## config.mk

```make
export PLATFORM = sky130hd
export DESIGN_NAME = fb_arbiter
export DESIGN_NICKNAME = d
export VERILOG_FILES = /design/src/rtl/fb_arbiter.sv
export SDC_FILE = /design/constraint.sdc
export NUM_CORES = 1
export LEC_CHECK = 0
export ABC_AREA = 0
export BUFFER_PORTS_ARGS = -buffer_cell sky130_fd_sc_hd__buf_2
export CORE_MARGIN = 1.5
export CORE_UTILIZATION = 40
export CTS_BUF_LIST = sky130_fd_sc_hd__clkbuf_4
export CTS_CLUSTER_DIAMETER = 120
export DETAILED_ROUTE_END_ITERATION = 10
export HOLD_SLACK_MARGIN = 0.08
export MAX_ROUTING_LAYER = met4
export PLACE_DENSITY = 0.78
export REMOVE_ABC_BUFFERS = 1
export SYNTH_ARGS = -nofsm -noshare
export SYNTH_HDL_FRONTEND = slang
export SYNTH_SLANG_ARGS = --single-unit
```

## constraint.sdc

```tcl
create_clock -name I_clk -period 9.7 [get_ports I_clk]
set_input_delay 0.97 -clock I_clk [delete_from_list [all_inputs] [get_ports I_clk]]
set_output_delay 0.97 -clock I_clk [all_outputs]
set_load 0.01 [all_outputs]
```

## src/rtl/fb_arbiter.sv

```systemverilog
// Single-port framebuffer arbiter: display reads (absolute priority) and two round-robin writers.
// Build option: define FB_ARB_BLANK_ONLY_EN to grant writers only while I_video_on is low.
module fb_arbiter #(
    parameter int C_H_START  = 144,
    parameter int C_V_START  = 35,
    parameter int C_FB_WIDTH = 160,
    parameter int C_FB_DEPTH = 19200
) (
    input  logic        I_clk,
    input  logic        I_rst,
    input  logic        I_p_tick,
    input  logic        I_video_on,
    input  logic [9:0]  I_x,
    input  logic [9:0]  I_y,
    input  logic        I_wr0_req,
    input  logic        I_wr1_req,
    input  logic [14:0] I_wr0_addr,
    input  logic [14:0] I_wr1_addr,
    input  logic [7:0]  I_wr0_data,
    input  logic [7:0]  I_wr1_data,
    output logic        O_wr0_ack,
    output logic        O_wr1_ack,
    output logic [14:0] O_mem_addr,
    output logic        O_mem_we,
    output logic [7:0]  O_mem_wdata,
    input  logic [7:0]  I_mem_rdata,
    output logic [7:0]  O_rgb,
    output logic [7:0]  O_frame_cnt
);

    // state  | meaning
    // S_IDLE | nobody owns the memory, address holds
    // S_DISP | display read of the current pixel
    // S_WR0  | writer 0 owns the memory (ack0 high)
    // S_WR1  | writer 1 owns the memory (ack1 high)
    typedef enum logic [1:0] {S_IDLE, S_DISP, S_WR0, S_WR1} state_t;

    localparam logic [9:0]  H_FIRST = 10'(C_H_START);
    localparam logic [9:0]  H_LAST  = 10'(C_H_START + 639);
    localparam logic [9:0]  V_FIRST = 10'(C_V_START);
    localparam logic [9:0]  V_LAST  = 10'(C_V_START + 479);
    localparam logic [9:0]  Y_WRAP  = 10'd524;
    localparam logic [14:0] FB_W    = 15'(C_FB_WIDTH);
    localparam logic [14:0] FB_D    = 15'(C_FB_DEPTH);

    state_t      state_q, state_d;
    logic [14:0] addr_q, addr_d;
    logic [7:0]  wdata_q, wdata_d;
    logic        we_q, we_d;
    logic        last_q, last_d;
    logic        vid_d1, vid_d2, rd_d2;
    logic [7:0]  rgb_q;
    logic [9:0]  y_prev_q;
    logic [7:0]  frame_q;

    logic [9:0]  dx, dy;
    logic [14:0] disp_addr;
    logic        disp_slot;
    logic        wr_allowed;
    logic        req0_ok, req1_ok, grant0, grant1;

    // Row base as a constant-coefficient shift/add sum; collapses to two adders for width 160.
    function automatic logic [14:0] row_base(input logic [7:0] row);
        logic [14:0] acc;
        acc = '0;
        for (int i = 0; i < 15; i++) begin
            if (FB_W[i]) acc = acc + (15'(row) << i);
        end
        return acc;
    endfunction

    assign dx        = I_x - H_FIRST;
    assign dy        = I_y - V_FIRST;
    assign disp_addr = row_base(dy[9:2]) + {7'd0, dx[9:2]};
    assign disp_slot = ~I_p_tick & I_video_on
                     & (I_x >= H_FIRST) & (I_x <= H_LAST)
                     & (I_y >= V_FIRST) & (I_y <= V_LAST);

`ifdef FB_ARB_BLANK_ONLY_EN
    assign wr_allowed = ~I_video_on;
`else
    assign wr_allowed = 1'b1;
`endif

    // A writer being acked this cycle still shows req at the edge, so it is masked once.
    assign req0_ok = I_wr0_req & (state_q != S_WR0) & wr_allowed;
    assign req1_ok = I_wr1_req & (state_q != S_WR1) & wr_allowed;
    assign grant1  = req1_ok & (~req0_ok | ~last_q);
    assign grant0  = req0_ok & ~grant1;

    always_comb begin
        state_d = S_IDLE;
        addr_d  = addr_q;
        wdata_d = wdata_q;
        we_d    = 1'b0;
        last_d  = last_q;
        if (disp_slot) begin
            state_d = S_DISP;
            addr_d  = disp_addr;
        end else if (grant0) begin
            state_d = S_WR0;
            last_d  = 1'b0;
            if (I_wr0_addr < FB_D) begin
                we_d    = 1'b1;
                addr_d  = I_wr0_addr;
                wdata_d = I_wr0_data;
            end
        end else if (grant1) begin
            state_d = S_WR1;
            last_d  = 1'b1;
            if (I_wr1_addr < FB_D) begin
                we_d    = 1'b1;
                addr_d  = I_wr1_addr;
                wdata_d = I_wr1_data;
            end
        end
    end

    always_ff @(posedge I_clk) begin
        if (I_rst) begin
            state_q <= S_IDLE;
            addr_q  <= '0;
            wdata_q <= '0;
            we_q    <= 1'b0;
            last_q  <= 1'b1;
        end else begin
            state_q <= state_d;
            addr_q  <= addr_d;
            wdata_q <= wdata_d;
            we_q    <= we_d;
            last_q  <= last_d;
        end
    end

    // Read return path: address cycle, RAM cycle, then O_rgb loads.
    always_ff @(posedge I_clk) begin
        if (I_rst) begin
            vid_d1 <= 1'b0;
            vid_d2 <= 1'b0;
            rd_d2  <= 1'b0;
            rgb_q  <= '0;
        end else begin
            vid_d1 <= I_video_on;
            vid_d2 <= vid_d1;
            rd_d2  <= (state_q == S_DISP);
            if (!vid_d2)
                rgb_q <= '0;
            else if (rd_d2)
                rgb_q <= I_mem_rdata;
        end
    end

    always_ff @(posedge I_clk) begin
        if (I_rst) begin
            y_prev_q <= '0;
            frame_q  <= '0;
        end else begin
            y_prev_q <= I_y;
            if (y_prev_q == Y_WRAP && I_y == 10'd0)
                frame_q <= frame_q + 8'd1;
        end
    end

    assign O_wr0_ack   = (state_q == S_WR0);
    assign O_wr1_ack   = (state_q == S_WR1);
    assign O_mem_addr  = addr_q;
    assign O_mem_we    = we_q;
    assign O_mem_wdata = wdata_q;
    assign O_rgb       = rgb_q;
    assign O_frame_cnt = frame_q;

endmodule

```

==> results_dict.tcl, run 1 <==
set metrics [dict create \
    seq_area_um2 1120 \
    critical_path.slowest_cell "fa_1" \
    multiInputGateArea_um2 2110 \
    fin_tns_setup_ns 0 \
    peakVddDrop_v 0.0000776 \
    track_usage_pct 17.8 \
    fp.dieArea_um2 8960 \
    r2r-start "state_q[1]$_SDFF_PP0_" \
    coreArea_um2 8180 \
    postSynthAreaPerCell_um2 9.38 \
    min_to "vid_d2$_SDFF_PP0_" \
    grt_pass1_vias 2597 \
    powerDensity_nw_per_um2 136 \
    hp-class "reg2reg" \
    synth_ff_type "dfxtp_1" \
    timing.rr.end "O_mem_wdata[1]$_SDFFE_PP0P_" \
    core.rowCount 33 \
    grt_max_degree 46 \
    rrSetupSlack_ns 7.51 \
    ys_ff_latch 56 \
    fin_util_pct 50.3 \
    synthesis.area_um2 3360 \
    hpwl_um 6190 \
    holdPathStages 1 \
    cts_tree "done" \
    finalCriticalPeriod_ns 3.84 \
    antenna_found_initial 0 \
    post-route-period-util_pct 39.6 \
    yosys_warnings 0 \
    netlist-cell-type-count 53 \
    cts_buffer_depth 2 \
    grt_pass1_wl_um 12200 \
    start_util_pct 41.1 \
    routabilityCongestion 0.878 \
    postCtsSetupBuffers 0 \
    p_leak_nw 1.91 \
    layout_common_cells "121 x buf_2, 56 x dfxtp_1, 35 x nor2_1" \
    vias_per_cell 5.09 \
    rsz0062_at_grt "no" \
    ant_nets 0 \
    synth_cells 358 \
    critical_path.top_delay_family "compound AO/OA/AOI/OAI gates" \
    slew_headroom_pct 46.0 \
    die_width_um 94.6 \
    async_reset_ff_share_pct 0 \
    hold_viol_final 0 \
    skew_ns 0.00925 \
    start_kind "input pin" \
    path_clk_slew_ns 0.17 \
    clock_latency_ns 0.38 \
    io_buffer_count 121 \
    critPathArrivalTime_ns 4.16 \
    drcViolationCount 0 \
    layout-drive-gt1-share_pct 34.2 \
    firstDrtPassIters 5 \
    cp.buffers_inverters 3 \
    final_nets 568 \
    setup.worst_path.class "in2reg" \
    cp-end-kind "register" \
    pin_count 122 \
    wire_per_inst_um 13.9 \
    clock-sinks 56 \
    hold_start "vid_d1$_SDFF_PP0_" \
    clk_root_buffer_cell "clkbuf_4" \
    yosysSeqAreaShare_pct 33.4 \
    worstMarginPinSlew_ns 0.810 \
    r2r_cells 5 \
    status "completed" \
    fp.dieH_um 94.6 \
    cp_slowest_stage_delay_ns 0.55 \
    fmax_mhz 260 \
    antenna_cells 0 \
    syn2layout_area_growth_pct 22.4 \
    final_common_cell "buf_2" \
    max_cap_viol_count 0 \
    drt_iter0_markers 85 \
    cts_hold_buf 0 \
    grt_overflow 0 \
    finalSetupViolations 0 \
    critPathRequiredTime_ns 10.02 \
    synth_edf_count 0 \
    crit_chain "buf_2 -> a21oi_1 -> nor2b_1 -> xor2_1 -> inv_1 -> fa_1 -> inv_1 -> fa_1 -> a21o_1 -> a221oi_1 -> a21boi_0 -> a211o_1 -> o22ai_1" \
    fillCellCount 806 \
    drv_slew 0 \
    cts_buffers 5 \
    cts.htree.levels 2 \
    vias 2931 \
    wirelength_um 7990 \
    cts_resized 0 \
    critPathMaxFanout 6 \
]
## power by group
group	leakage (nW)	internal [W]	switching (W)
Clock	0.0412	0.0000539	0.0000755
Combinational	1.41	0.0000840	0.0000929
Sequential	0.459	0.000245	0.00000758
## metal layers
| metal | routed length [µm] | part of all wire [%] | track usage (%) |
|---|---|---|---|
| met4 | 117 | 1.5 | 5.35 |
| met3 | 326 | 4.1 | 2.25 |
| met1 | 3520 | 44 | 21.0 |
| met5 | 0 | 0 | - |
| met2 | 4020 | 50 | 31.4 |
## sequential cells by signal (all words and copies together), names as in the netlist
signal,count
O_frame_cnt,8
O_mem_addr,15
O_mem_wdata,8
O_mem_we,1
O_rgb,8
last_q,1
rd_d2,1
state_q,2
vid_d1,1
vid_d2,1
y_prev_q,10
## synth_stat cells, drive strengths merged, types with 2 or more instances
cell,count,area (µm²)
o2bb2ai,3,26.3
a21boi,4,30.0
a211oi,4,35.0
a21o,2,22.5
nor4,3,18.8
xnor2,8,70.1
fa,2,40.0
and3,5,31.3
xor2,17,149
o31ai,2,15.0
and4,2,17.5
or3,4,25.0
a21oi,14,70.1
dfxtp,56,1120
nand2b,2,12.5
and2,3,18.8
clkbuf,11,41.3
nor3,6,30.0
o211ai,2,15.0
o311ai,2,42.6
mux2i,31,310
o22ai,11,82.6
nand4,5,31.3
mux2,23,259
o21ai,5,40.0
nand2,17,63.8
inv,15,56.3
buf,6,41.3
ha,16,200
nor2b,22,138
nand3,7,35.0
nor2,35,131
## worst register-to-register path, cell delays in order (launching register included)
cell and delay, ns:
dfxtp_1 0.43, inv_1 0.08, a311o_1 0.40, o22ai_4 0.64, o21ai_4 0.24, mux2_2 0.33
## how the worst max path moves through the flow
| stage | startpoint | end | slack, ns | cells past startpoint |
|---|---|---|---|---|
| 3_5_place_dp | I_y[1] | O_mem_addr[12]$_SDFFE_PP0P_ | 5.44 | 13 |
| 6_report | I_y[1] | O_mem_addr[12]$_SDFFE_PP0P_ | 5.86 | 13 |
| 3_3_place_gp | I_y[1] | O_mem_addr[12]$_SDFFE_PP0P_ | 5.57 | 13 |
| 4_1_cts | I_y[1] | O_mem_addr[12]$_SDFFE_PP0P_ | 5.86 | 13 |
| 2_1_floorplan | I_x[6] | O_mem_addr[12]$_SDFFE_PP0P_ | 5.96 | 11 |
| 5_1_grt | I_y[1] | O_mem_addr[12]$_SDFFE_PP0P_ | 5.69 | 13 |
## cell families after synthesis
logic type,Yosys count,synth area share [%]
AO/OA/AOI/OAI,59,14.6
XOR/XNOR,25,6.52
flip-flops,56,33.4
adder cells (fa/ha/maj),18,7.15
AND/OR/NAND/NOR,114,17.3
multiplexers,54,16.9
buffers and inverters,32,4.13
## final cells by class
type                            count  area share (%)
Tap cell                          105            3.20
Sequential cell                    56            27.3
Clock inverter                      3            1.03
Clock buffer                        5           0.913
Timing Repair Buffer              122            14.9
Inverter                           15            1.37
Multi-Input combinational cell    270            51.3
## metrics by stage
| stage | cells | total power [W] | setup slack, ns | cell area (µm²) | hold slack, ns |
|---|---|---|---|---|---|
| 3_5_place_dp | 568 | 0.000435 | 5.44 | 4030 | 0.440 |
| 4_1_cts | 576 | 0.000564 | 5.86 | 4110 | 0.466 |
| 2_1_floorplan | 341 | 0.000374 | 5.96 | 3280 | 0.414 |
| 3_3_place_gp | 568 | 0.000432 | 5.57 | 4030 | 0.436 |
| 5_1_grt | 576 | 0.000597 | 5.69 | 4110 | 0.480 |
| 6_report | 576 | 0.000559 | 5.86 | 4110 | 0.460 |
No activity file was read; power rests on OpenSTA's default activity.
==> run 2: changes to the inputs <==
Settings changed: PLACE_DENSITY 0.78 to 0.8.
Clock period 9.7 ns to 3.3 ns, I/O delays scaled along.
==> run 2 against run 1 <==
  * Register-to-register slack worse by 6.4 ns
  * Clock power increased by 120%
  * Clock-buffer cell count stayed put
  * Global-route usage up 0.15 points
  * Final area increased by 2.0%
  * Clock skew up 0.00067 ns
  * Sequential power rose to 2.9 times the previous value
  * Routed wire length is 2.0% higher
  * First-iteration DRC count is 29% higher
  * Worst setup slack worse by 5.6 ns
==> results_dict.tcl, run 2 (synthesis gave the netlist of run 1 again) <==
set metrics [dict create \
    cts_resized 0 \
    antenna_found_initial 0 \
    fillCellCount 765 \
    wire_per_inst_um 13.8 \
    grt_max_degree 45 \
    final_nets 583 \
    seq_area_um2 1120 \
    grt_overflow 0 \
    cts_buffers 5 \
    cts_buffer_depth 2 \
    r2r_cells 5 \
    setup.worst_path.class "in2reg" \
    fmax_mhz 330 \
    coreArea_um2 8180 \
    max_cap_viol_count 0 \
    fp.dieArea_um2 8960 \
    syn2layout_area_growth_pct 24.8 \
    final_common_cell "buf_2" \
    critPathArrivalTime_ns 3.33 \
    critPathMaxFanout 2 \
    layout_common_cells "121 x buf_2, 56 x dfxtp_1, 35 x nor2_1" \
    antenna_cells 0 \
    die_width_um 94.6 \
    fin_tns_setup_ns 0 \
    drcViolationCount 0 \
    largest_reg_flops 15 \
    ant_nets 0 \
    r2r-start "state_q[1]$_SDFF_PP0_" \
    cts_tree "done" \
    clk_root_buffer_cell "clkbuf_4" \
    grt_pass1_wl_um 12400 \
    rsz0062_at_grt "no" \
    grt_pass1_vias 2842 \
    fp.dieH_um 94.6 \
    drt_iter0_markers 110 \
    holdPathStages 2 \
    postCtsSetupBuffers 0 \
    timing.rr.end "O_mem_wdata[2]$_SDFFE_PP0P_" \
    critical_path.slowest_cell "fa_1" \
    core.rowCount 33 \
    multiInputGateArea_um2 2110 \
    rrSetupSlack_ns 1.09 \
    firstDrtPassIters 4 \
    pin_count 122 \
    drv_slew 0 \
    start_kind "input pin" \
    clock-sinks 56 \
    place_inst 583 \
    clock_latency_ns 0.37 \
    peakVddDrop_v 0.000166 \
    finalCriticalPeriod_ns 3.03 \
    stdcell_count 590 \
    cts_hold_buf 0 \
    post-route-period-util_pct 91.8 \
    powerDensity_nw_per_um2 377 \
    crit_chain "buf_2 -> a21oi_1 -> nor2b_1 -> xor2_1 -> inv_1 -> fa_1 -> inv_1 -> fa_1 -> a21o_1 -> a221oi_1 -> a21boi_0 -> a211o_1 -> o22ai_1" \
    cp_slowest_stage_delay_ns 0.54 \
    cp-end-kind "register" \
    routabilityCongestion 0.925 \
    io_buffer_count 121 \
    path_clk_slew_ns 0.16 \
    track_usage_pct 18.0 \
    layout-drive-gt1-share_pct 36.1 \
    p_leak_nw 1.97 \
    status "completed" \
    wirelength_um 8140 \
    hold_viol_final 0 \
    hold_start "I_video_on" \
    min_to "vid_d1$_SDFF_PP0_" \
    skew_ns 0.00992 \
    slew_headroom_pct 48.9 \
    vias_per_cell 5.06 \
    critPathRequiredTime_ns 3.60 \
    worstMarginPinSlew_ns 0.766 \
    start_util_pct 41.1 \
    cts.htree.levels 2 \
    fin_hold_ws_ns 0.187 \
    hp-class "in2reg" \
    vias 2986 \
    hpwl_um 6440 \
    finalSetupViolations 0 \
]
-- run 2: power by group --
| group | internal (W) | switching [W] | leakage [nW] |
|---|---|---|---|
| combinational | 0.000274 | 0.000280 | 1.48 |
| sequential | 0.000721 | 0.0000219 | 0.459 |
| clock | 0.0000783 | 0.000208 | 0.0271 |
-- run 2: final cells by class --
type	instances	share of cell area [%]
inverters	15	1.34
clock buffers	5	0.895
multi-input cells	270	50.3
repair buffers	137	17.3
clock inverters	2	0.298
flip-flops and latches	56	26.7
well taps	105	3.13
-- run 2: how the worst max path moves through the flow --
stage | startpoint | endpoint | slack [ns] | cells past startpoint
global route | I_y[1] | O_mem_addr[12]$_SDFFE_PP0P_ | 0.009 | 13
CTS | I_y[1] | O_mem_addr[12]$_SDFFE_PP0P_ | 0.26 | 13
floorplan | I_x[6] | O_mem_addr[12]$_SDFFE_PP0P_ | 0.20 | 11
finish | I_y[1] | O_mem_addr[12]$_SDFFE_PP0P_ | 0.27 | 13
detailed placement | I_y[1] | O_mem_addr[12]$_SDFFE_PP0P_ | -0.11 | 13
global placement | I_y[1] | O_mem_addr[12]$_SDFFE_PP0P_ | -0.03 | 13
-- run 2: stage by stage --
step | power (W) | cell area, µm² | util [%] | setup slack, ns
after floorplan | 0.00110 | 3280 | - | 0.205
after global placement | 0.00130 | 4140 | 50.7 | -0.0281
after detailed placement | 0.00131 | 4140 | 50.7 | -0.115
after CTS | 0.00160 | 4190 | 51.3 | 0.258
after global routing | 0.00169 | 4190 | 51.3 | 0.00853
final | 0.00158 | 4190 | 51.3 | 0.272
-- run 2: per-layer routing --
metal | track usage, % | part of all wire (%)
met5 | - | 0
met4 | 7.09 | 2.0
met3 | 3.30 | 5.5
met2 | 32.5 | 52
met1 | 19.2 | 41
-- run 2: critical path, delay by kind of cell --
family	cells	cell delay (ns)
AOI/OAI and AO/OA	6	1.28
xor gates and xnor gates	1	0.29
adders and majority gates	2	0.98
buffers and inverters	3	0.28
and+or+nand+nor	1	0.18
==> run 3: changes to the inputs <==
Settings changed: CELL_PAD_IN_SITES_DETAIL_PLACEMENT set to 0, CELL_PAD_IN_SITES_GLOBAL_PLACEMENT set to 1, CORE_UTILIZATION 40 to 25, PLACE_DENSITY 0.8 to 0.72.
==> run 3 against run 2 <==
  * Sequential power hardly changed
  * Combinational power fell by 0.7%
  * First-iteration DRC count up 2.7%
  * Final cell count increased by 13%
  * Hold slack worse by 0.026 ns
  * Utilization shrank 19 points
  * Critical path type unchanged
  * Critical endpoint unchanged
  * Largest power group unchanged
  * Highest routed layer unchanged
==> results_dict.tcl, run 3 (synthesis gave the netlist of run 1 again) <==
set metrics [dict create \
    ant_nets 0 \
    critPathArrivalTime_ns 3.29 \
    endpoint "O_mem_addr[12]$_SDFFE_PP0P_" \
    start_util_pct 25.5 \
    slew_headroom_pct 55.4 \
    coreArea_um2 13200 \
    cts_resized 0 \
    post-route-period-util_pct 89.5 \
    path_clk_slew_ns 0.19 \
    peakVddDrop_v 0.000129 \
    syn2layout_area_growth_pct 28.0 \
    fillCellCount 1408 \
    finalCriticalPeriod_ns 2.95 \
    crit_chain "buf_2 -> a21oi_1 -> nor2b_1 -> xor2_1 -> inv_1 -> fa_1 -> inv_1 -> fa_1 -> a21o_1 -> a221oi_1 -> a21boi_0 -> a211o_1 -> o22ai_1" \
    timing.rr.end "O_mem_addr[10]$_SDFFE_PP0P_" \
    cts.htree.levels 2 \
    layout-drive-gt1-share_pct 36.3 \
    grt_overflow 0 \
    drcViolationCount 0 \
    clk_root_buffer_cell "clkbuf_4" \
    finalPower_w 0.00161 \
    grt_max_degree 45 \
    p_leak_nw 1.98 \
    fmax_mhz 339 \
    final_common_cell "buf_2" \
    drv_slew 0 \
    cts_tree "done" \
    clock_latency_ns 0.39 \
    wirelength_um 9020 \
    max_cap_viol_count 0 \
    routabilityCongestion 0.783 \
    cts_hold_buf 0 \
    worstMarginPinSlew_ns 0.669 \
    antenna_found_initial 1 \
    fp.dieArea_um2 14100 \
    fin_tns_setup_ns 0 \
    wire_per_inst_um 13.6 \
    hp-class "in2reg" \
    io_buffer_count 121 \
    drt_iter0_markers 113 \
    cp-startpoint "I_y[1]" \
    grt_pass1_vias 2883 \
    fin_util_pct 32.6 \
    hpwl_um 7160 \
    rrSetupSlack_ns 1.18 \
    hold_viol_final 0 \
    critPathRequiredTime_ns 3.64 \
    finalSetupViolations 0 \
    die_width_um 119 \
    r2r_cells 5 \
    powerDensity_nw_per_um2 374 \
    skew_ns 0.0263 \
    final_nets 584 \
    cts_buffers 5 \
    critical_path.slowest_cell "fa_1" \
    vias_per_cell 4.54 \
    pin_count 122 \
    grt_pass1_wl_um 14100 \
    r2r-start "last_q$_SDFFE_PP1P_" \
    cp_slowest_stage_delay_ns 0.54 \
    cp-end-kind "register" \
    layout_common_cells "121 x buf_2, 56 x dfxtp_1, 35 x nor2_1" \
    critPathMaxFanout 2 \
    core.rowCount 42 \
    largest_reg_flops 15 \
    hold_start "I_video_on" \
    rsz0062_at_grt "no" \
    fp.dieH_um 119 \
    firstDrtPassIters 4 \
    clock-sinks 56 \
    status "completed" \
    vias 3013 \
    postCtsSetupBuffers 0 \
    track_usage_pct 12.9 \
    cts_buffer_depth 2 \
    setup.worst_path.class "in2reg" \
    start_kind "input pin" \
]
run 3: report_power, final:
group	internal, W	switching (W)
sequential	0.000721	0.0000215
combinational	0.000267	0.000282
clock	0.0000848	0.000234
total	0.00107	0.000537
run 3: how the worst min path moves through the flow:
stage	to	depth (start not counted)	slack, ns
after floorplan	y_prev_q[5]$_SDFF_PP0_	1	0.40
after global placement	vid_d2$_SDFF_PP0_	1	0.43
after detailed placement	vid_d2$_SDFF_PP0_	1	0.45
after CTS	O_mem_addr[1]$_SDFFE_PP0P_	3	0.14
after global routing	O_mem_addr[1]$_SDFFE_PP0P_	3	0.14
final	vid_d1$_SDFF_PP0_	2	0.16
run 3: area by class of cell:
| type | instances | area (µm²) | share of cell area (%) |
|---|---|---|---|
| clock buffer | 5 | 37.5 | 0.873 |
| multi-input combinational | 270 | 2110 | 49.0 |
| inverter | 15 | 56.3 | 1.31 |
| timing repair buffer | 138 | 733 | 17.0 |
| sequential | 56 | 1120 | 26.1 |
| clock inverter | 3 | 21.3 | 0.494 |
| antenna | 1 | 2.50 | 0.0582 |
| tap | 176 | 220 | 5.12 |
run 3: layer usage:
layer | up-vias | GRT usage [%] | part of all wire [%]
met5 | - | - | 0
met4 | 0 | 3.92 | 1.4
met3 | 8 | 1.87 | 4.6
met2 | 78 | 22.8 | 50
met1 | 1396 | 15.1 | 44
li1 | 1531 | - | -
run 3: per-stage QoR:
stage          hold slack (ns)  worst slack, ns  instance area (µm²)  std cells
2_1_floorplan            0.397            0.205                 3280        341
3_3_place_gp             0.434          -0.0412                 4240        655
3_5_place_dp             0.447          -0.0975                 4240        655
4_1_cts                  0.145            0.353                 4300        663
5_1_grt                  0.141            0.192                 4300        664
6_report                 0.160            0.346                 4300        664
run 3: critical path, delay by kind of cell:
family,cells,cell delay (ns)
xor+xnor,1,0.29
fa+ha+maj,2,0.98
simple gates,1,0.19
buf+inv,3,0.28
compound gates,6,1.22
